### config.mk
export PLATFORM = sky130hd
export DESIGN_NAME = sig_align_add_norm_flat
export DESIGN_NICKNAME = d
export VERILOG_FILES = /design/src/rtl/sig_align_add_norm_if.sv /design/src/rtl/sig_align_add_norm.sv /design/src/flat_wrapper.sv
export SDC_FILE = /design/constraint.sdc
export NUM_CORES = 1
export LEC_CHECK = 0
export CAP_MARGIN = 20
export CORE_ASPECT_RATIO = 1.1
export CORE_UTILIZATION = 50
export DETAILED_ROUTE_END_ITERATION = 10
export HOLD_SLACK_MARGIN = 0.12
export PLACE_DENSITY = 0.76
export SYNTH_ARGS = -nofsm -noshare
export SYNTH_HDL_FRONTEND = slang
export SYNTH_SLANG_ARGS = --single-unit
### constraint.sdc
create_clock -name clk -period 3.94 [get_ports clk]
set_input_delay 0.591 -clock clk [delete_from_list [all_inputs] [get_ports clk]]
set_output_delay 0.591 -clock clk [all_outputs]
set_load 0.05 [all_outputs]
### src/rtl/sig_align_add_norm_if.sv
// Operand/result bundle for the significand align-add-normalize pipeline.
interface sig_align_add_norm_if;
  logic        valid_in;
  logic [23:0] sig_non_shift;
  logic [23:0] sig_shift;
  logic [7:0]  amt;
  logic [7:0]  exp_in;
  logic        valid_out;
  logic [23:0] norm_sig;
  logic [7:0]  norm_exp;
  logic        overflow;
  logic        zero;

  modport master (
    output valid_in, sig_non_shift, sig_shift, amt, exp_in,
    input  valid_out, norm_sig, norm_exp, overflow, zero
  );

  modport slave (
    input  valid_in, sig_non_shift, sig_shift, amt, exp_in,
    output valid_out, norm_sig, norm_exp, overflow, zero
  );
endinterface

### src/rtl/sig_align_add_norm.sv
// Two-stage significand align + carry-select add, then leading-zero normalize.
// Latency 2, one result per cycle, no backpressure.
module sig_align_add_norm (
  input logic               clk,
  input logic               rst,
  sig_align_add_norm_if.slave bus
);
  logic [23:0] aligned;
  logic [7:0]  sum_lo;
  logic [8:0]  c_lo;
  logic [8:0]  mid0, mid1, hi0, hi1;
  logic        c_mid;
  logic [23:0] sum_c;
  logic        cout_c;

  always_comb begin
    aligned = (bus.amt >= 8'd24) ? 24'd0 : (bus.sig_shift >> bus.amt);
  end

  // Low byte ripples; upper bytes are precomputed for both carry-ins and selected.
  always_comb begin
    c_lo    = 9'd0;
    sum_lo  = 8'd0;
    for (int i = 0; i < 8; i++) begin
      sum_lo[i]  = bus.sig_non_shift[i] ^ aligned[i] ^ c_lo[i];
      c_lo[i+1]  = (bus.sig_non_shift[i] & aligned[i]) |
                   (c_lo[i] & (bus.sig_non_shift[i] ^ aligned[i]));
    end
    mid0   = {1'b0, bus.sig_non_shift[15:8]}  + {1'b0, aligned[15:8]};
    mid1   = {1'b0, bus.sig_non_shift[15:8]}  + {1'b0, aligned[15:8]}  + 9'd1;
    hi0    = {1'b0, bus.sig_non_shift[23:16]} + {1'b0, aligned[23:16]};
    hi1    = {1'b0, bus.sig_non_shift[23:16]} + {1'b0, aligned[23:16]} + 9'd1;
    c_mid  = c_lo[8] ? mid1[8] : mid0[8];
    sum_c  = {(c_mid ? hi1[7:0] : hi0[7:0]),
              (c_lo[8] ? mid1[7:0] : mid0[7:0]),
              sum_lo};
    cout_c = c_mid ? hi1[8] : hi0[8];
  end

  logic [23:0] s1_sum;
  logic        s1_cout;
  logic [7:0]  s1_exp;
  logic        s1_vld;

  always_ff @(posedge clk or posedge rst) begin
    if (rst) begin
      s1_sum  <= 24'd0;
      s1_cout <= 1'b0;
      s1_exp  <= 8'd0;
      s1_vld  <= 1'b0;
    end else begin
      s1_sum  <= sum_c;
      s1_cout <= cout_c;
      s1_exp  <= bus.exp_in;
      s1_vld  <= bus.valid_in;
    end
  end

  logic [8:0]  e_eff;
  logic [4:0]  lz;
  logic [8:0]  n_exp9;
  logic [23:0] n_sig;
  logic        n_ovf;
  logic        n_zero;

  always_comb begin
    lz = 5'd0;
    for (int i = 0; i < 24; i++) begin
      if (s1_sum[i]) lz = 5'(23 - i);
    end
  end

  always_comb begin
    e_eff  = (s1_exp == 8'd0) ? 9'd1 : {1'b0, s1_exp};
    n_sig  = 24'd0;
    n_exp9 = 9'd0;
    n_ovf  = 1'b0;
    n_zero = 1'b0;
    if (s1_cout) begin
      n_sig  = {1'b1, s1_sum[23:1]};
      n_exp9 = e_eff + 9'd1;
    end else if (s1_sum[23]) begin
      n_sig  = s1_sum;
      n_exp9 = e_eff;
    end else if (s1_sum == 24'd0) begin
      n_zero = 1'b1;
    end else if ({4'd0, lz} < e_eff) begin
      n_sig  = s1_sum << lz;
      n_exp9 = e_eff - {4'd0, lz};
    end else begin
      // Exponent runs out before the hidden bit is reached: denormal result.
      n_sig  = s1_sum << (e_eff - 9'd1);
      n_exp9 = 9'd0;
    end
    if (n_exp9 >= 9'd255 || s1_exp == 8'hFF) begin
      n_sig  = 24'd0;
      n_exp9 = 9'd255;
      n_ovf  = 1'b1;
      n_zero = 1'b0;
    end
  end

  // Result registers only load on valid data so idle cycles hold the last result.
  always_ff @(posedge clk or posedge rst) begin
    if (rst) begin
      bus.valid_out <= 1'b0;
      bus.norm_sig  <= 24'd0;
      bus.norm_exp  <= 8'd0;
      bus.overflow  <= 1'b0;
      bus.zero      <= 1'b0;
    end else begin
      bus.valid_out <= s1_vld;
      if (s1_vld) begin
        bus.norm_sig <= n_sig;
        bus.norm_exp <= n_exp9[7:0];
        bus.overflow <= n_ovf;
        bus.zero     <= n_zero;
      end
    end
  end
endmodule

### src/flat_wrapper.sv
// flat-port wrapper written by rule: the top's interface ports become plain ports
module sig_align_add_norm_flat 
  (clk, rst, bus_valid_in, bus_sig_non_shift, bus_sig_shift, bus_amt, bus_exp_in, bus_valid_out, bus_norm_sig, bus_norm_exp, bus_overflow, bus_zero);
  sig_align_add_norm_if bus_i ();
  input logic clk;
  input logic rst;
  input wire logic [$bits(bus_i.valid_in)-1:0] bus_valid_in;
  input wire logic [$bits(bus_i.sig_non_shift)-1:0] bus_sig_non_shift;
  input wire logic [$bits(bus_i.sig_shift)-1:0] bus_sig_shift;
  input wire logic [$bits(bus_i.amt)-1:0] bus_amt;
  input wire logic [$bits(bus_i.exp_in)-1:0] bus_exp_in;
  output wire logic [$bits(bus_i.valid_out)-1:0] bus_valid_out;
  output wire logic [$bits(bus_i.norm_sig)-1:0] bus_norm_sig;
  output wire logic [$bits(bus_i.norm_exp)-1:0] bus_norm_exp;
  output wire logic [$bits(bus_i.overflow)-1:0] bus_overflow;
  output wire logic [$bits(bus_i.zero)-1:0] bus_zero;
  assign bus_i.valid_in = bus_valid_in;
  assign bus_i.sig_non_shift = bus_sig_non_shift;
  assign bus_i.sig_shift = bus_sig_shift;
  assign bus_i.amt = bus_amt;
  assign bus_i.exp_in = bus_exp_in;
  assign bus_valid_out = bus_i.valid_out;
  assign bus_norm_sig = bus_i.norm_sig;
  assign bus_norm_exp = bus_i.norm_exp;
  assign bus_overflow = bus_i.overflow;
  assign bus_zero = bus_i.zero;
  sig_align_add_norm u_core (.clk(clk), .rst(rst), .bus(bus_i));
endmodule
==> results of run 1 <==
[power by group]
part | internal (µW) | switching, µW
registers | 780 | 57.2
clock network | 556 | 342
logic | 772 | 924
[state kept, by name, summed over array words and instances (netlist names)]
register / cells
u_core.bus.norm_exp: 8
u_core.bus.norm_sig: 24
u_core.bus.overflow: 1
u_core.bus.valid_out: 1
u_core.bus.zero: 1
u_core.s1_cout: 1
u_core.s1_exp: 8
u_core.s1_sum: 24
u_core.s1_vld: 1
[metal layers]
metal,vias up,part of all wire (%)
met5,-,0.31
met4,4,10
met3,413,13
met2,963,46
met1,4593,31
li1,4073,-
[cell type report]
cell class | count | area [µm²]
multi-input combinational | 716 | 6010
timing repair buffer | 434 | 3830
sequential | 69 | 1730
fill | 698 | 1670
tap | 188 | 235
clock buffer | 9 | 225
inverter | 31 | 116
clock inverter | 7 | 97.6
[worst max-delay path, delay by kind of cell]
family,cells,cell delay [ps]
XOR/XNOR,2,370
multiplexers,1,170
AND/OR/NAND/NOR,10,1480
AO/OA/AOI/OAI,3,400
buffers and inverters,5,610
adder cells (fa/ha/maj),8,2360
[repair_timing]
item	in CTS	in global routing
setup buffers	38	21
gates cloned	4	0
endpoints found under the setup margin	46	48
pin swaps	81	59
gates resized for setup	151	87
[through the flow]
stage	area (µm²)	setup TNS [ps]	hold slack [ps]	setup WS, ps
global placement	10400	-35380	471	-1970
CTS	11600	-27510	489	-1540
floorplan	7460	-17290	494	-1370
finish	12200	-41400	488	-1770
detailed placement	10400	-39930	473	-2190
global route	12200	-54320	500	-2060
[cells in the mapped netlist (all sizes together), types with 19 or more instances]
| master | number | share of area [%] |
|---|---|---|
| a211oi | 20 | 2.1 |
| a21oi | 60 | 4.2 |
| buf | 19 | 1.6 |
| clkbuf | 54 | 2.8 |
| dfrtp | 69 | 24 |
| ha | 25 | 4.4 |
| inv | 30 | 1.6 |
| mux2i | 28 | 3.9 |
| nand2 | 68 | 3.6 |
| nand3 | 27 | 1.9 |
| nor2 | 98 | 5.1 |
| nor3 | 24 | 1.7 |
| o21ai | 61 | 4.3 |
| xnor2 | 24 | 2.9 |
[cells by family after synthesis]
| kind of cell | synth area share (%) |
|---|---|
| DFF | 24.0 |
| muxes | 9.86 |
| buffers and inverters | 6.04 |
| AOI/OAI and AO/OA | 28.5 |
| and+or+nand+nor | 19.8 |
| adders and majority gates | 7.14 |
| xor gates and xnor gates | 4.63 |
[worst max path at each step]
stage                   endpoint        from  depth (start not counted)  slack, ps
2_1_floorplan  u_core.s1_sum[17]  bus_amt[6]                         25      -1370
3_3_place_gp   u_core.s1_sum[17]  bus_amt[6]                         25      -1970
3_5_place_dp   u_core.s1_sum[23]  bus_amt[6]                         26      -2190
4_1_cts        u_core.s1_sum[17]  bus_amt[0]                         25      -1540
5_1_grt        u_core.s1_sum[23]  bus_amt[6]                         28      -2060
6_report       u_core.s1_sum[21]  bus_amt[6]                         29      -1770
==> results.cfg, run 1 <==
[power]
p_total_uw = 3430
p_leak_uw = 0.00528
power_density_nw_per_um2 = 280
ir_worst_vdd_uv = 258

[setup_path]
start_kind = input port
crit_fanout = 6
critPathRequiredTime_ps = 4220
rr_endpoint = u_core.bus.norm_sig[8]
cpPeakStageDelay_ps = 350
r2r_cells = 16
worstSetupEndpointType = flop
worstSetupPathType = input port to flop
path_common_cell = fa_2
cp.arrival_ps = 5980
reg2reg_slack_ps = -820
reg2reg_from = u_core.s1_sum[10]
cpMaxStageDelayCell = fa_2

[global_routing]
grt_pass1_vias = 9345
antenna_found_initial = 2
grt_use_met3_pct = 6.71
grt_max_degree = 37
use_met2_pct = 72.7
busiest_layer = met2
use_met1_pct = 45.0
grt_overflow = 0
grtUsageTotal_pct = 41.2
grt_first_pass_wirelength_um = 46800

[logic_synthesis]
avgSynthCellArea_um2 = 8.08
syn_inst = 889
yosysWarnings = 0
async_flop_share_pct = 100
synth_edf_count = 0
ys_ff_latch = 69
ys_types = 76
synth_nets = 991
netlist_area_um2 = 7180
synth_top_flop_cell = dfrtp_1
yosysSeqAreaShare_pct = 24.0

[run_status]
violations = design-rule violations, negative setup slack
outcome = finished, violations left

[clock_network]
cts_buffer_depth = 2
clk_pin_slew_worst_paths_ps = 60
cts_hold_buf = 0
cts-root-buf = clkbuf_16
clock_sinks = 69
worstSkewPairLatency_ps = 350
cts_buffers = 9
htreeDepth = 3
cts_tree = yes

[hold_path]
holdPathEnd = u_core.bus.norm_sig[2]
holdCritStartpoint = u_core.bus.norm_sig[2]
hp-class = flop to flop
hold-path-cell-count = 1

[timing]
relSlewSlack_pct = 40.8
setup_violations = 47
drv_slew = 0
min_period_over_period_pct = 145
worst_slew_pin_slew_ps = 864
fmaxAchievable_ghz = 0.175
period_needed_ps = 5710
fin_ws_ps = -1770
hold_viol_final = 0
rsz0062_at_grt = yes
clock_skew_ps = 8.37

[cells_and_area]
layoutNonFillerInstCount = 1454
final_common_cell = buf_4
final_util_pct = 88.0
nets = 1363
diodes = 0
layout-drive-gt1-share_pct = 42.8
area_growth_syn_to_layout_pct = 70.4
final_cell_mix = 286 x buf_4, 87 x nor2_1, 81 x clkdlybuf4s50_1, 69 x dfrtp_1, 64 x nand2_1

[die]
core_um2 = 13900
start_util_pct = 51.7
dieArea_um2 = 14900
die_y_um = 128
io_pins = 102
die_w_um = 116
floorplan.rows = 45

[run]
drv_cap = 0

[placed_design]
hpwl_um = 20400
placed_cells = 1380
place_congestion = 1.01
io_buffers = 101

[routing]
vias_per_cell = 6.91
drc = 11
vias = 10000
wire_per_inst_um = 24.8
drt_iter0_markers = 1491
ant_nets = 0
wirelength_um = 36100
drtPass1Iterations = 11
Power figures use the tool's default switching activity.
==> run 2, diff against run 1 <==
--- a/config.mk
+++ b/config.mk
@@ -8,6 +8,7 @@
 export CAP_MARGIN = 20
 export CORE_ASPECT_RATIO = 1.1
 export CORE_UTILIZATION = 50
+export CTS_CLUSTER_DIAMETER = 100
 export DETAILED_ROUTE_END_ITERATION = 10
 export HOLD_SLACK_MARGIN = 0.12
 export PLACE_DENSITY = 0.76
==> results of run 2 <==
Final layout, timing and power as in run 1 (identical DEF).
==> run 3, diff against run 2 <==
--- a/config.mk
+++ b/config.mk
@@ -12,6 +12,7 @@
 export DETAILED_ROUTE_END_ITERATION = 10
 export HOLD_SLACK_MARGIN = 0.12
 export PLACE_DENSITY = 0.76
+export REMOVE_ABC_BUFFERS = 1
 export SYNTH_ARGS = -nofsm -noshare
 export SYNTH_HDL_FRONTEND = slang
 export SYNTH_SLANG_ARGS = --single-unit
==> run 3 against run 2 <==
Against the previous run: the run now fails in 5_1_grt; synthesized area is the same; synthesized cell count is the same.
==> results.cfg, run 3 <==
[timing]
worstEpCategory = register input
grt_repair_worst_endpoint = u_core.s1_sum[23]$_DFF_PP0_/D

[die]
die_y_um = 128
die_w_um = 116
floorplan.rows = 45
start_util_pct = 51.7
io_pins = 102

[placed_design]
hpwl_um = 20600
io_buffers = 101
place_area_um2 = 10300
placed_cells = 1395
place_congestion = 1.02

[clock_network]
cts_buffer_depth = 2
cts_hold_buf = 0
cts-root-buf = clkbuf_16
htreeDepth = 3
clock_sinks = 69
cts_buffers = 9

[logic_synthesis]
synth_most_common_cell = nor2_1
netlist_area_um2 = 7180
syn_inst = 889
yosys-top-cells-area = dfrtp_1 24%, nor2_1 5.1%, mux4_2 4.7%
synth_top_flop_cell = dfrtp_1
yosysTopAreaCell = dfrtp_1
yosysWarnings = 0
synth_top_cell_area_share_pct = 24.0
yosysSeqAreaShare_pct = 24.0
yosys-top-cells-count = 98 x nor2_1, 69 x dfrtp_1, 68 x nand2_1, 59 x a21oi_1, 58 x o21ai_0
ys_types = 76
async_flop_share_pct = 100
synth_edf_count = 0
avgSynthCellArea_um2 = 8.08
ys_ff_latch = 69

[global_routing]
grt_overflow = 6
grt_max_degree = 50
grtUsageTotal_pct = 62.7

[run_status]
outcome = did not finish
stop_stage = 5_1_grt
firstError = [ERROR GRT-0232] Routing congestion too high. Check the congestion heatmap in the GUI.
-- run 3: cell counts after synthesis --
No cell type changed its count.
-- run 3: metrics by stage --
| step | TNS [ps] | setup slack, ps |
|---|---|---|
| CTS | -23540 | -1270 |
| global placement | -49470 | -2570 |
| floorplan | -46790 | -2670 |
| detailed placement | -56850 | -2860 |
-- run 3: cell families after synthesis --
kind of cell | share of synthesized area (%)
DFF | 24.0
muxes | 9.86
and+or+nand+nor | 19.8
adders and majority gates | 7.14
AOI/OAI and AO/OA | 28.5
xor gates and xnor gates | 4.63
buffers and inverters | 6.04
-- run 3: repair_timing --
action                                  4_1_cts
buffers inserted                             39
gates cloned                                  5
pin swaps                                    90
endpoints found under the hold margin         0
endpoints found under the setup margin       47
gates resized for setup                     221
-- run 3: per-layer routing --
| layer | GRT overflow | track usage [%] |
|---|---|---|
| met1 | 0 | 63.2 |
| met2 | 5 | 85.8 |
| met3 | 0 | 38.3 |
| met4 | 1 | 61.1 |
| met5 | 0 | 11.6 |
==> run 4, diff against run 3 <==
--- a/config.mk
+++ b/config.mk
@@ -6,12 +6,9 @@
 export NUM_CORES = 1
 export LEC_CHECK = 0
 export CAP_MARGIN = 20
-export CORE_ASPECT_RATIO = 1.1
-export CORE_UTILIZATION = 50
-export CTS_CLUSTER_DIAMETER = 100
+export CORE_UTILIZATION = 35
 export DETAILED_ROUTE_END_ITERATION = 10
-export HOLD_SLACK_MARGIN = 0.12
-export PLACE_DENSITY = 0.76
+export PLACE_DENSITY_LB_ADDON = 0.15
 export REMOVE_ABC_BUFFERS = 1
 export SYNTH_ARGS = -nofsm -noshare
 export SYNTH_HDL_FRONTEND = slang
==> constraint.sdc (replaced) <==
create_clock -name clk -period 5.12 [get_ports clk]
set_input_delay 0.768 -clock clk [delete_from_list [all_inputs] [get_ports clk]]
set_output_delay 0.768 -clock clk [all_outputs]
set_load 0.05 [all_outputs]
==> run 4 against run 3 <==
Against the previous run: the flow now finishes, with violations (negative setup slack).
==> results.cfg, run 4 (synthesis results as in run 1) <==
[routing]
ant_nets = 0
wirelength_um = 24700
vias_per_cell = 5.75
drc = 0
wire_per_inst_um = 18.1
vias = 7852
drt_iter0_markers = 567
drtPass1Iterations = 5

[die]
die_w_um = 145
io_pins = 102
floorplan.rows = 52
die_y_um = 145
start_util_pct = 35.6
core_um2 = 20200
dieArea_um2 = 21100

[cells_and_area]
fillCellCount = 1954
layout-drive-gt1-share_pct = 24.5
reg_top3 = u_core.bus.norm_sig x24, u_core.s1_sum x24
nets = 1193
diodes = 0
final_cell_mix = 144 x buf_4, 90 x nor2_1, 79 x clkdlybuf4s50_1, 69 x dfrtp_1, 65 x nand2_1
area_growth_syn_to_layout_pct = 40.7
final_common_cell = buf_4

[global_routing]
grtUsageTotal_pct = 23.6
grt_overflow = 0
grt_max_degree = 37
grt_pass1_vias = 7362
antenna_found_initial = 0
grt_first_pass_wirelength_um = 39500

[timing]
worst_slew_pin_slew_ps = 791
period_needed_ps = 5420
clock_skew_ps = 7.18
holdWs_ps = 484
fin_ws_ps = -303
drv_slew = 0
rsz0062_at_grt = yes
fmaxAchievable_ghz = 0.184
relSlewSlack_pct = 47.1
setup_violations = 9
hold_viol_final = 0
min_period_over_period_pct = 106

[power]
power_density_nw_per_um2 = 224
p_total_uw = 2260
combPwrFrac_pct = 40.5
ir_worst_vdd_uv = 167
seq_power_share_pct = 28.9
swShare_pct = 36.2
power_switching_uw = 819
p_clk_share_pct = 30.6
p_leak_uw = 0.00420
intPower_uw = 1440

[hold_path]
hp-class = flop to flop
hold-path-cell-count = 1

[setup_path]
start_kind = input port
worstSetupPathType = input port to flop
cpPeakStageDelay_ps = 380
worst-path-buf-inv = 6
critPathRequiredTime_ps = 5360
worstSetupEndpointType = flop
r2r_cells = 16
cp_top_family = adder cells
cp.arrival_ps = 5660
reg2reg_slack_ps = 280
cpMaxStageDelayCell = fa_2
path_common_cell = fa_2
cp.depth = 29
crit_fanout = 7

[run]
drv_cap = 0

[run_status]
outcome = finished, violations left
violations = negative setup slack

[clock_network]
htreeDepth = 3
cts-root-buf = clkbuf_16
cts_buffers = 9
cts_hold_buf = 0
clock_sinks = 69
cts_tree = yes
cts_buffer_depth = 2
clk_pin_slew_worst_paths_ps = 60
worstSkewPairLatency_ps = 350

[placed_design]
io_buffers = 101
place_congestion = 0.956
hpwl_um = 19200
==> run 4: path summary, 6_finish.rpt <==
path / startpoint / end
setup / recovery: bus_amt[0] / u_core.s1_sum[18]
hold / removal: u_core.bus.norm_sig[9] / u_core.bus.norm_sig[9]
setup reg to reg: u_core.s1_sum[7] / u_core.bus.norm_sig[17]
hold reg to reg: u_core.bus.norm_sig[9] / u_core.bus.norm_sig[9]
max in group asynchronous: rst / u_core.bus.norm_sig[3]
min in group asynchronous: rst / u_core.s1_exp[0]
==> run 4: stage by stage <==
step           instance area (µm²)  std cells  utilization, %  setup WS [ps]  TNS [ps]
6_report                     10100       1366            50.1           -303     -2520
5_1_grt                      10100       1366            50.1           -529     -4490
4_1_cts                      10000       1362            49.7           -262     -1710
3_5_place_dp                  9370       1333            46.5          -1570    -19910
3_3_place_gp                  9370       1333            46.5          -1460    -18310
2_1_floorplan                 6870        816               -          -1670    -19540
==> run 4: power by group through the flow <==
| stage | clock network [µW] | logic [µW] | registers [µW] |
|---|---|---|---|
| finish | 692 | 916 | 654 |
| global route | 729 | 982 | 662 |
| CTS | 707 | 904 | 654 |
| detailed placement | 0 | 880 | 663 |
| global placement | 0 | 886 | 662 |
| floorplan | 0 | 355 | 792 |
==> run 4: cell type report <==
class | count | area, µm² | area share [%]
multi-input combinational | 716 | 5250 | 51.9
timing repair buffer | 264 | 2350 | 23.2
sequential | 69 | 1730 | 17.1
tap | 270 | 338 | 3.34
clock buffer | 10 | 239 | 2.36
inverter | 31 | 116 | 1.15
clock inverter | 6 | 93.8 | 0.928
==> run 4: layer usage <==
| metal | up-vias | track usage [%] | share of wire (%) |
|---|---|---|---|
| met5 | - | 0 | 0 |
| met3 | 67 | 2.74 | 5.0 |
| li1 | 3729 | - | - |
| met2 | 287 | 38.4 | 47 |
| met1 | 3769 | 31.1 | 43 |
| met4 | 0 | 11.5 | 4.0 |
==> run 4: timing repair <==
action,in CTS,in global routing
buffers inserted,13,5
pin swaps,33,23
setup endpoints to repair,18,12
cloned,1,0
gates resized for setup,90,19
==> run 4: worst register-to-register path, cell delays in order, from the launching register on <==
cell and delay [ps]:
dfrtp_1 370, or4_1 550, o21ai_1 200, nand2_1 80, a21bo_2 260, ha_1 360, and4_1 230, a21oi_1 230
o31a_1 300, nor2_1 170, o41ai_1 480, buf_4 200, or3b_2 450, o31a_1 380, buf_4 240, a21oi_1 140
a31oi_1 60
